$ cat src/rtl/imem_arbiter.sv
// imem_arbiter
//
// Shares one instruction memory port between two masters using a common
// req/gnt/rvalid handshake. Master 0 is the core instruction fetch, master 1
// is a debug/trace reader. Only one transaction is in flight at a time.
// Simultaneous requests are resolved round-robin. An optional watchdog
// aborts a transaction that waits too long for gnt or rvalid.
//
// Parameters:
//   ADDR_WIDTH      byte address width on all ports
//   DATA_WIDTH      read data width
//   TIMEOUT_CYCLES  cycles allowed in WAIT_GNT or WAIT_RVALID before the
//                   transaction is aborted; 0 disables the watchdog
//
// Ports:
//   clk, rst_n                 clock (rising edge), async active-low reset
//   m0_req_i, m0_addr_i        master 0 request and byte address
//   m0_gnt_o, m0_rvalid_o      master 0 grant and read-valid pulses
//   m0_err_o                   master 0 watchdog abort pulse
//   m0_rdata_o                 master 0 read data (broadcast)
//   m1_*                       same set for master 1
//   mem_req_o, mem_addr_o      request and address towards memory
//   mem_gnt_i, mem_rvalid_i    memory grant and read-valid
//   mem_rdata_i                memory read data
//   busy_o                     high whenever a transaction is in progress

module imem_arbiter #(
    parameter int ADDR_WIDTH     = 8,
    parameter int DATA_WIDTH     = 32,
    parameter int TIMEOUT_CYCLES = 16
) (
    input  logic                  clk,
    input  logic                  rst_n,

    input  logic                  m0_req_i,
    input  logic [ADDR_WIDTH-1:0] m0_addr_i,
    output logic                  m0_gnt_o,
    output logic                  m0_rvalid_o,
    output logic                  m0_err_o,
    output logic [DATA_WIDTH-1:0] m0_rdata_o,

    input  logic                  m1_req_i,
    input  logic [ADDR_WIDTH-1:0] m1_addr_i,
    output logic                  m1_gnt_o,
    output logic                  m1_rvalid_o,
    output logic                  m1_err_o,
    output logic [DATA_WIDTH-1:0] m1_rdata_o,

    output logic                  mem_req_o,
    output logic [ADDR_WIDTH-1:0] mem_addr_o,
    input  logic                  mem_gnt_i,
    input  logic                  mem_rvalid_i,
    input  logic [DATA_WIDTH-1:0] mem_rdata_i,

    output logic                  busy_o
);

    localparam int CNT_W = (TIMEOUT_CYCLES > 1) ? $clog2(TIMEOUT_CYCLES) : 1;
    localparam int CNT_LAST_INT = (TIMEOUT_CYCLES > 0) ? (TIMEOUT_CYCLES - 1) : 0;
    localparam logic [CNT_W-1:0] CNT_LAST = CNT_W'(CNT_LAST_INT);
    localparam logic WDOG_EN = (TIMEOUT_CYCLES > 0);

    typedef enum logic [1:0] {
        IDLE        = 2'd0,
        WAIT_GNT    = 2'd1,
        WAIT_RVALID = 2'd2
    } state_t;

    state_t                  state_q, state_d;
    logic                    sel_q, sel_d;
    logic                    last_sel_q, last_sel_d;
    logic [CNT_W-1:0]        counter_q, counter_d;
    logic                    mem_req_d;
    logic [ADDR_WIDTH-1:0]   mem_addr_d;

    logic                    arb_any;
    logic                    winner;
    logic                    timeout_now;
    logic                    gnt_seen;
    logic                    rvalid_seen;
    logic                    abort;

    // Round-robin choice: a lone requester always wins; on a tie the master
    // that was not served last goes first.
    always_comb begin
        arb_any = m0_req_i | m1_req_i;
        winner  = 1'b0;
        if (m0_req_i && m1_req_i) begin
            winner = ~last_sel_q;
        end else begin
            winner = m1_req_i;
        end
    end

    // Handshake events only count in the state that is waiting for them, so
    // a stale-high rvalid during WAIT_GNT is ignored. A same-cycle event
    // beats the watchdog.
    always_comb begin
        timeout_now = WDOG_EN && (counter_q == CNT_LAST);
        gnt_seen    = (state_q == WAIT_GNT) && mem_gnt_i;
        rvalid_seen = (state_q == WAIT_RVALID) && mem_rvalid_i;
        abort       = timeout_now &&
                      (((state_q == WAIT_GNT) && !mem_gnt_i) ||
                       ((state_q == WAIT_RVALID) && !mem_rvalid_i));
    end

    // Next-state logic for the transaction FSM, the memory request/address
    // registers, the fairness pointer and the watchdog counter.
    always_comb begin
        state_d    = state_q;
        sel_d      = sel_q;
        last_sel_d = last_sel_q;
        counter_d  = counter_q;
        mem_req_d  = mem_req_o;
        mem_addr_d = mem_addr_o;

        case (state_q)
            IDLE: begin
                counter_d = '0;
                mem_req_d = 1'b0;
                if (arb_any) begin
                    state_d    = WAIT_GNT;
                    sel_d      = winner;
                    last_sel_d = winner;
                    mem_addr_d = winner ? m1_addr_i : m0_addr_i;
                    mem_req_d  = 1'b1;
                end
            end

            WAIT_GNT: begin
                if (gnt_seen) begin
                    mem_req_d = 1'b0;
                    state_d   = WAIT_RVALID;
                    counter_d = '0;
                end else if (abort) begin
                    mem_req_d = 1'b0;
                    state_d   = IDLE;
                    counter_d = '0;
                end else if (WDOG_EN) begin
                    counter_d = counter_q + CNT_W'(1);
                end
            end

            WAIT_RVALID: begin
                if (rvalid_seen || abort) begin
                    state_d   = IDLE;
                    counter_d = '0;
                end else if (WDOG_EN) begin
                    counter_d = counter_q + CNT_W'(1);
                end
            end

            default: begin
                state_d   = IDLE;
                mem_req_d = 1'b0;
                counter_d = '0;
            end
        endcase
    end

    // State registers. Reset drops the memory request at once; whatever was
    // in flight is lost and the masters are re-arbitrated afterwards with
    // master 0 favoured on the first tie.
    always_ff @(posedge clk or negedge rst_n) begin
        if (!rst_n) begin
            state_q    <= IDLE;
            sel_q      <= 1'b0;
            last_sel_q <= 1'b1;
            counter_q  <= '0;
            mem_req_o  <= 1'b0;
            mem_addr_o <= '0;
        end else begin
            state_q    <= state_d;
            sel_q      <= sel_d;
            last_sel_q <= last_sel_d;
            counter_q  <= counter_d;
            mem_req_o  <= mem_req_d;
            mem_addr_o <= mem_addr_d;
        end
    end

    // Master-facing pulses pass the memory handshake straight through to the
    // selected master only; read data is simply broadcast to both.
    assign m0_gnt_o    = gnt_seen    & ~sel_q;
    assign m1_gnt_o    = gnt_seen    &  sel_q;
    assign m0_rvalid_o = rvalid_seen & ~sel_q;
    assign m1_rvalid_o = rvalid_seen &  sel_q;
    assign m0_err_o    = abort       & ~sel_q;
    assign m1_err_o    = abort       &  sel_q;
    assign m0_rdata_o  = mem_rdata_i;
    assign m1_rdata_o  = mem_rdata_i;
    assign busy_o      = (state_q != IDLE);

endmodule

$ cat config.mk
export PLATFORM = sky130hd
export DESIGN_NAME = imem_arbiter
export DESIGN_NICKNAME = d
export VERILOG_FILES = /design/src/rtl/imem_arbiter.sv
export SDC_FILE = /design/constraint.sdc
export NUM_CORES = 1
export LEC_CHECK = 0
export ABC_AREA = 0
export BUFFER_PORTS_ARGS = -buffer_cell sky130_fd_sc_hd__buf_2
export CAP_MARGIN = 40
export CORE_MARGIN = 2
export CORE_UTILIZATION = 38
export DETAILED_ROUTE_END_ITERATION = 7
export PLACE_DENSITY = 0.84
export REMOVE_ABC_BUFFERS = 1
export SLEW_MARGIN = 20
export SYNTH_ARGS = -nofsm -noshare
export SYNTH_HDL_FRONTEND = slang
export SYNTH_SLANG_ARGS = --single-unit
$ cat constraint.sdc
create_clock -name clk -period 2.8 [get_ports clk]
set_clock_uncertainty 0.1 [all_clocks]
set_input_delay 0.56 -clock clk [delete_from_list [all_inputs] [get_ports clk]]
set_output_delay 0.56 -clock clk [all_outputs]
set_load 0.02 [all_outputs]
==> results of run 1 <==
-- placed cells by master (no fill, tap or decap), drive strengths merged, types with 2 or more instances in the layout --
cell,Yosys,final
a31oi,2,2
o21ai,11,11
dfrtp,16,16
buf,66,37
inv,5,5
nand2,13,13
mux2i,9,9
a21o,2,2
nor2,5,5
and3,4,4
clkbuf,0,4
ha,4,4
-- worst max path at each step --
stage,cells after the start,slack (ns),start,endpoint
floorplan,6,0.93,state_q[1],m0_err_o
global placement,4,0.90,mem_gnt_i,m1_err_o
detailed placement,4,0.88,mem_gnt_i,m1_err_o
CTS,6,0.57,state_q[1],m1_err_o
global route,6,0.46,state_q[1],m1_err_o
finish,6,0.57,state_q[1],m1_err_o
-- state kept, by name (all words and copies together) (netlist names) --
| name | flops |
|---|---|
| counter_q | 4 |
| last_sel_q | 1 |
| mem_addr_o | 8 |
| mem_req_o | 1 |
| sel_q | 1 |
| state_q | 2 |
-- power by group --
part           internal (mW)  total, mW  switching, mW  leakage, nW
Clock                 0.0552      0.126         0.0705       0.0150
Sequential             0.348      0.410         0.0629        0.214
Combinational          0.183      0.497          0.314        0.366
-- per-stage QoR --
stage / cell area (sq um) / cells / setup WS, ns
after floorplan: 861 / 83 / 0.928
after global placement: 1100 / 166 / 0.903
after detailed placement: 1100 / 166 / 0.884
after CTS: 1130 / 170 / 0.568
after global routing: 1130 / 170 / 0.462
final: 1130 / 170 / 0.572
-- cell families after synthesis --
| group | count (synthesis) | share of synthesized area |
|---|---|---|
| buffers and inverters | 71 | 0.383 |
| adder cells (fa/ha/maj) | 4 | 0.0367 |
| multiplexers | 9 | 0.0661 |
| AO/OA/AOI/OAI | 22 | 0.115 |
| AND/OR/NAND/NOR | 25 | 0.0807 |
| XOR/XNOR | 1 | 0.00642 |
| flip-flops | 17 | 0.313 |
-- routing by layer --
layer,share of wire,track usage,up-vias
li1,-,-,378
met1,0.30,0.197,391
met2,0.41,0.324,97
met3,0.25,0.255,10
met4,0.036,0.0707,0
met5,0,0.0417,-
-- final cells by class --
cell class	instances	area, sq um
multi-input combinational	61	415
fill	332	2260
inverter	5	18.8
clock buffer	4	26.3
sequential	17	427
timing repair buffer	37	185
tap	46	57.6
==> flow_metrics.py, run 1 <==
metrics = {
    "timing": {
        "min_period_over_period": 0.796,
        "whs_ns": 0.0848,
        "fin_crit_ns": 2.23,
        "setup_viol": 0,
        "rsz0062_at_grt": "no",
        "relSlewSlack": 0.463,
        "worstMarginPinSlew_ns": 0.805,
        "hold_viol_final": 0,
        "timing.fmax_mhz": 449,
        "finalSetupTns_ns": 0,
        "slew_viol_final": 0,
    },
    "grt": {
        "grt_pass1_vias": 875,
        "grt_start_max_net_pins": 20,
        "grt.overflow.total": 0,
        "grt_usage": 0.224,
        "antenna_found_initial": 0,
        "grt_pass1_wl_um": 6370,
    },
    "worst_setup_path": {
        "crit_path_end_kind": "output pin",
        "slowest_stage": "dfrtp_1",
        "crit_type": "reg2out",
        "r2r_start": "state_q[0]",
        "startpoint_type": "flip-flop",
        "path_max_fanout": 5,
        "regToRegSetupSlack_ns": 1.19,
        "rr_endpoint": "sel_q",
        "cp.arrival_ns": 1.57,
        "worst_path_most_repeated_cell": "inv_1",
        "critPathRequiredTime_ns": 2.14,
        "slowest_delay_ns": 0.39,
        "critPathBufInv": 3,
        "reg2reg_depth": 4,
        "crit_path_cell_trace": "inv_1, ha_1, inv_1, o22ai_2, and3_1, buf_2",
        "crit_family": "flip-flops",
    },
    "clock_network": {
        "clockRootBuffer": "clkbuf_4",
        "post_cts_resized": 0,
        "cts.path.max_buffers": 2,
        "worstSkewPairLatency_ns": 0.28,
        "hold_buffers": 0,
        "cts_buffers": 3,
        "clkTransAtPathRegs_ns": 0.10,
        "clock_sinks": 17,
        "ctsHtreeMaxLevel": 1,
        "post_cts_buffers": 0,
        "cts_tree": "done",
    },
    "power_and_ir_drop": {
        "p_leak_nw": 0.596,
        "finalPower_mw": 1.03,
        "powerDensity_nw_per_um2": 915,
        "vdd_ir_drop_max_mv": 0.416,
    },
    "route": {
        "vias_per_cell": 5.15,
        "drc_errors": 0,
        "wl_um": 4540,
        "ant_nets": 0,
        "first_iter_violations": 47,
        "wl_per_cell_um": 26.7,
        "drt-pass1-iter-count": 4,
        "num_vias": 876,
    },
    "cells_and_area": {
        "area_delta_synth_final_pct": -17.2,
        "final_nets": 183,
        "drive_above_1_share": 0.379,
        "post-route-util": 0.333,
        "diodes": 0,
    },
    "synthesis": {
        "syn_inst": 149,
        "ys.flop_type": "dfrtp_1",
        "ys_seq_area_frac": 0.313,
        "ys_top_cells_by_area": "buf_4 (35%), dfrtp_1 (29%), mux2i_1 (6.6%), ha_1 (3.7%), nand2_1 (3.6%)",
        "synth_top_area_cell": "buf_4",
        "ys_warn_count": 0,
        "syn_area_per_cell_sq_um": 9.15,
        "synth.most_common_cell": "buf_4",
        "synth_top_area_share": 0.352,
        "yosys_register_bits": 17,
        "syn_area_sq_um": 1360,
        "synth_edf_count": 0,
        "synthTopCellsByCount": "buf_4 (64), dfrtp_1 (16), nand2_1 (13), mux2i_1 (9), o21ai_1 (6)",
        "synth_cell_types": 26,
        "synth-async-reset-ratio": 1.00,
    },
    "floorplan": {
        "io_pins": 134,
        "start_util": 0.402,
        "die_h_um": 63.9,
        "design.core.area_sq_um": 3390,
        "die_width_um": 63.9,
        "dieArea_sq_um": 4080,
        "row_count": 21,
    },
    "status": {
        "outcome": "complete, no violations",
    },
    "placed_design": {
        "dp_hpwl_um": 3970,
        "place_congestion": 0.960,
        "numPortBuffers": 37,
    },
    "hold_path": {
        "hp-class": "in2async",
    },
    "job": {
        "drv_cap": 0,
    },
}
No activity file was read; power rests on OpenSTA's default activity.
==> run 2: changes to the inputs <==
- ABC_AREA: 0 -> 1
- CORE_UTILIZATION: 38 -> 33
- PLACE_DENSITY: 0.84 -> 0.77
- clock period: 2.8 -> 1.9 ns (I/O delays scaled with it)
==> run 2 against run 1 <==
Die area increased by 17%. Routed wire length increased by 10%. Sequential cell count unchanged. Sequential power increased by 47%. First-iteration DRC count increased by 45%. Critical path depth increased by 1. Core utilization decreased by 1.4 points. Clock-buffer cell count decreased by 1. Non-clock buffer count increased by 7. Critical path type unchanged.
==> flow_metrics.py, run 2 <==
metrics = {
    "power_and_ir_drop": {
        "finalPower_mw": 1.77,
        "powerDensity_nw_per_um2": 1360,
        "vdd_ir_drop_max_mv": 0.507,
        "p_leak_nw": 0.752,
    },
    "clock_network": {
        "clockRootBuffer": "clkbuf_8",
        "cts_buffers": 3,
        "clock_sinks": 17,
        "cts.path.max_buffers": 2,
        "clkTransAtPathRegs_ns": 0.07,
        "worstSkewPairLatency_ns": 0.25,
        "cts_tree": "done",
        "ctsHtreeMaxLevel": 1,
    },
    "worst_setup_path": {
        "path_max_fanout": 3,
        "startpoint_type": "flip-flop",
        "critPathRequiredTime_ns": 1.42,
        "crit_type": "reg2out",
        "cp.arrival_ns": 1.42,
        "crit_path_end_kind": "output pin",
    },
    "grt": {
        "grt_pass1_vias": 1040,
        "grt_usage": 0.206,
        "antenna_found_initial": 0,
        "grt_start_max_net_pins": 18,
        "grt.overflow.total": 0,
        "grt_pass1_wl_um": 7090,
    },
    "placed_design": {
        "place_congestion": 0.910,
        "dpl_cell_area_sq_um": 1160,
        "pre_cts_slack_ns": 0.174,
        "dp_hpwl_um": 4130,
        "numPortBuffers": 37,
    },
    "synthesis": {
        "ys_top_cells_by_area": "buf_4 (34%), dfrtp_1 (29%), nand2_1 (18%), ha_1 (3.6%), inv_1 (2.7%)",
        "synth_edf_count": 0,
        "syn_area_per_cell_sq_um": 7.38,
        "synthTopCellsByCount": "nand2_1 (69), buf_4 (64), dfrtp_1 (16), inv_1 (10), nor2_1 (10)",
        "yosys_register_bits": 17,
        "synth_top_area_share": 0.343,
        "syn_inst": 190,
        "synth_cell_types": 16,
        "ys_warn_count": 0,
        "synth_top_area_cell": "buf_4",
        "ys.flop_type": "dfrtp_1",
        "ys_seq_area_frac": 0.304,
        "syn_area_sq_um": 1400,
        "synth.most_common_cell": "nand2_1",
        "synth-async-reset-ratio": 1.00,
    },
    "cells_and_area": {
        "diodes": 0,
        "drive_above_1_share": 0.341,
        "nFillCells": 426,
        "area_delta_synth_final_pct": -7.50,
        "most-common-layout-cells": "nand2_1 (67), buf_2 (33), dfrtp_1 (16)",
        "largest_reg_flops": 8,
        "largestRegisters": "mem_addr_o: 8 flops, counter_q: 4 flops, state_q: 2 flops",
        "final_nets": 232,
        "top_register": "mem_addr_o",
        "final_common_cell": "nand2_1",
        "postLayoutCellArea_sq_um": 1300,
    },
    "route": {
        "drc_errors": 0,
        "drt-pass1-iter-count": 4,
        "ant_nets": 0,
        "vias_per_cell": 4.87,
        "wl_um": 5000,
        "num_vias": 1086,
        "first_iter_violations": 68,
        "wl_per_cell_um": 22.4,
    },
    "floorplan": {
        "dieArea_sq_um": 4780,
        "row_count": 23,
        "io_pins": 134,
        "start_util": 0.345,
        "die_width_um": 69.2,
        "die_h_um": 69.2,
        "design.core.area_sq_um": 4060,
    },
    "timing": {
        "rsz0062_at_grt": "yes",
        "worstMarginPinSlew_ns": 0.451,
        "setup_viol": 0,
        "hold_viol_final": 0,
        "relSlewSlack": 0.699,
        "timing.fmax_mhz": 527,
        "min_period_over_period": 0.999,
        "setup_slack_ns": 0.00191,
        "fin_crit_ns": 1.90,
        "slew_viol_final": 0,
        "finalSetupTns_ns": 0,
    },
    "job": {
        "drv_cap": 0,
    },
    "hold_path": {
        "hp-class": "in2reg",
    },
    "status": {
        "outcome": "complete, no violations",
    },
}
run 2: layout make-up:
| cell class | count | area (sq um) | share of cell area |
|---|---|---|---|
| clock buffers | 3 | 41.3 | 0.0319 |
| clock inverters | 1 | 5.00 | 0.00386 |
| inverters | 12 | 45.0 | 0.0347 |
| multi-input cells | 96 | 465 | 0.359 |
| flip-flops and latches | 17 | 427 | 0.329 |
| well taps | 50 | 62.6 | 0.0483 |
| repair buffers | 44 | 250 | 0.193 |
run 2: per-layer routing:
metal	global-route usage	vias to the layer above	routed length, um
li1	-	475	-
met1	0.190	486	1610
met2	0.284	112	2170
met3	0.227	11	1100
met4	0.0675	2	85
met5	0.133	-	35
run 2: critical path, cell delays in order, from the launching register on:
cell and delay (ns):
dfrtp_1 0.43, inv_2 0.10, ha_4 0.14, nand2_2 0.04, nand2_2 0.07, nand4_1 0.10
nor2_1 0.12, buf_4 0.15
run 2: what timing repair did:
item / in CTS / in global routing
hold buffers: 1 / 0
setup buffers: 3 / 2
endpoints found under the hold margin: 16 / 0
setup endpoints to repair: 2 / 2
pin swaps: 2 / 5
cloned: 0 / 0
gates resized for setup: 7 / 6
run 2: cells by family after synthesis:
kind of cell,share of synthesized area
AOI/OAI and AO/OA,0.0214
xor gates and xnor gates,0.0125
adders and majority gates,0.0357
buffers and inverters,0.385
DFF,0.304
and+or+nand+nor,0.241
run 2: through the flow:
stage | instances | hold WS (ns) | util
2_1_floorplan | 125 | -0.0156 | -
3_3_place_gp | 213 | 0.225 | 0.286
3_5_place_dp | 213 | 0.236 | 0.286
4_1_cts | 221 | 0.293 | 0.311
5_1_grt | 223 | 0.323 | 0.319
6_report | 223 | 0.298 | 0.319
run 2: path summary, 6_finish.rpt:
path | slack (ns) | startpoint | endpoint | cells past startpoint
min reg2reg | 0.36 | counter_q[0] | counter_q[0] | 1
max | 0.002 | state_q[1] | m1_err_o | 7
min in group asynchronous | 0.48 | rst_n | mem_addr_o[7] | 2
max in group asynchronous | 0.90 | rst_n | last_sel_q | 2
max reg2reg | 0.24 | state_q[1] | mem_addr_o[5] | 8
min | 0.30 | m1_addr_i[2] | mem_addr_o[2] | 5
run 2: power by group:
group / internal, mW / switching [mW] / total [mW] / leakage, nW
combinational: 0.328 / 0.560 / 0.888 / 0.511
sequential: 0.510 / 0.0932 / 0.603 / 0.216
clock: 0.146 / 0.131 / 0.276 / 0.0255
total: 0.984 / 0.783 / 1.77 / 0.752
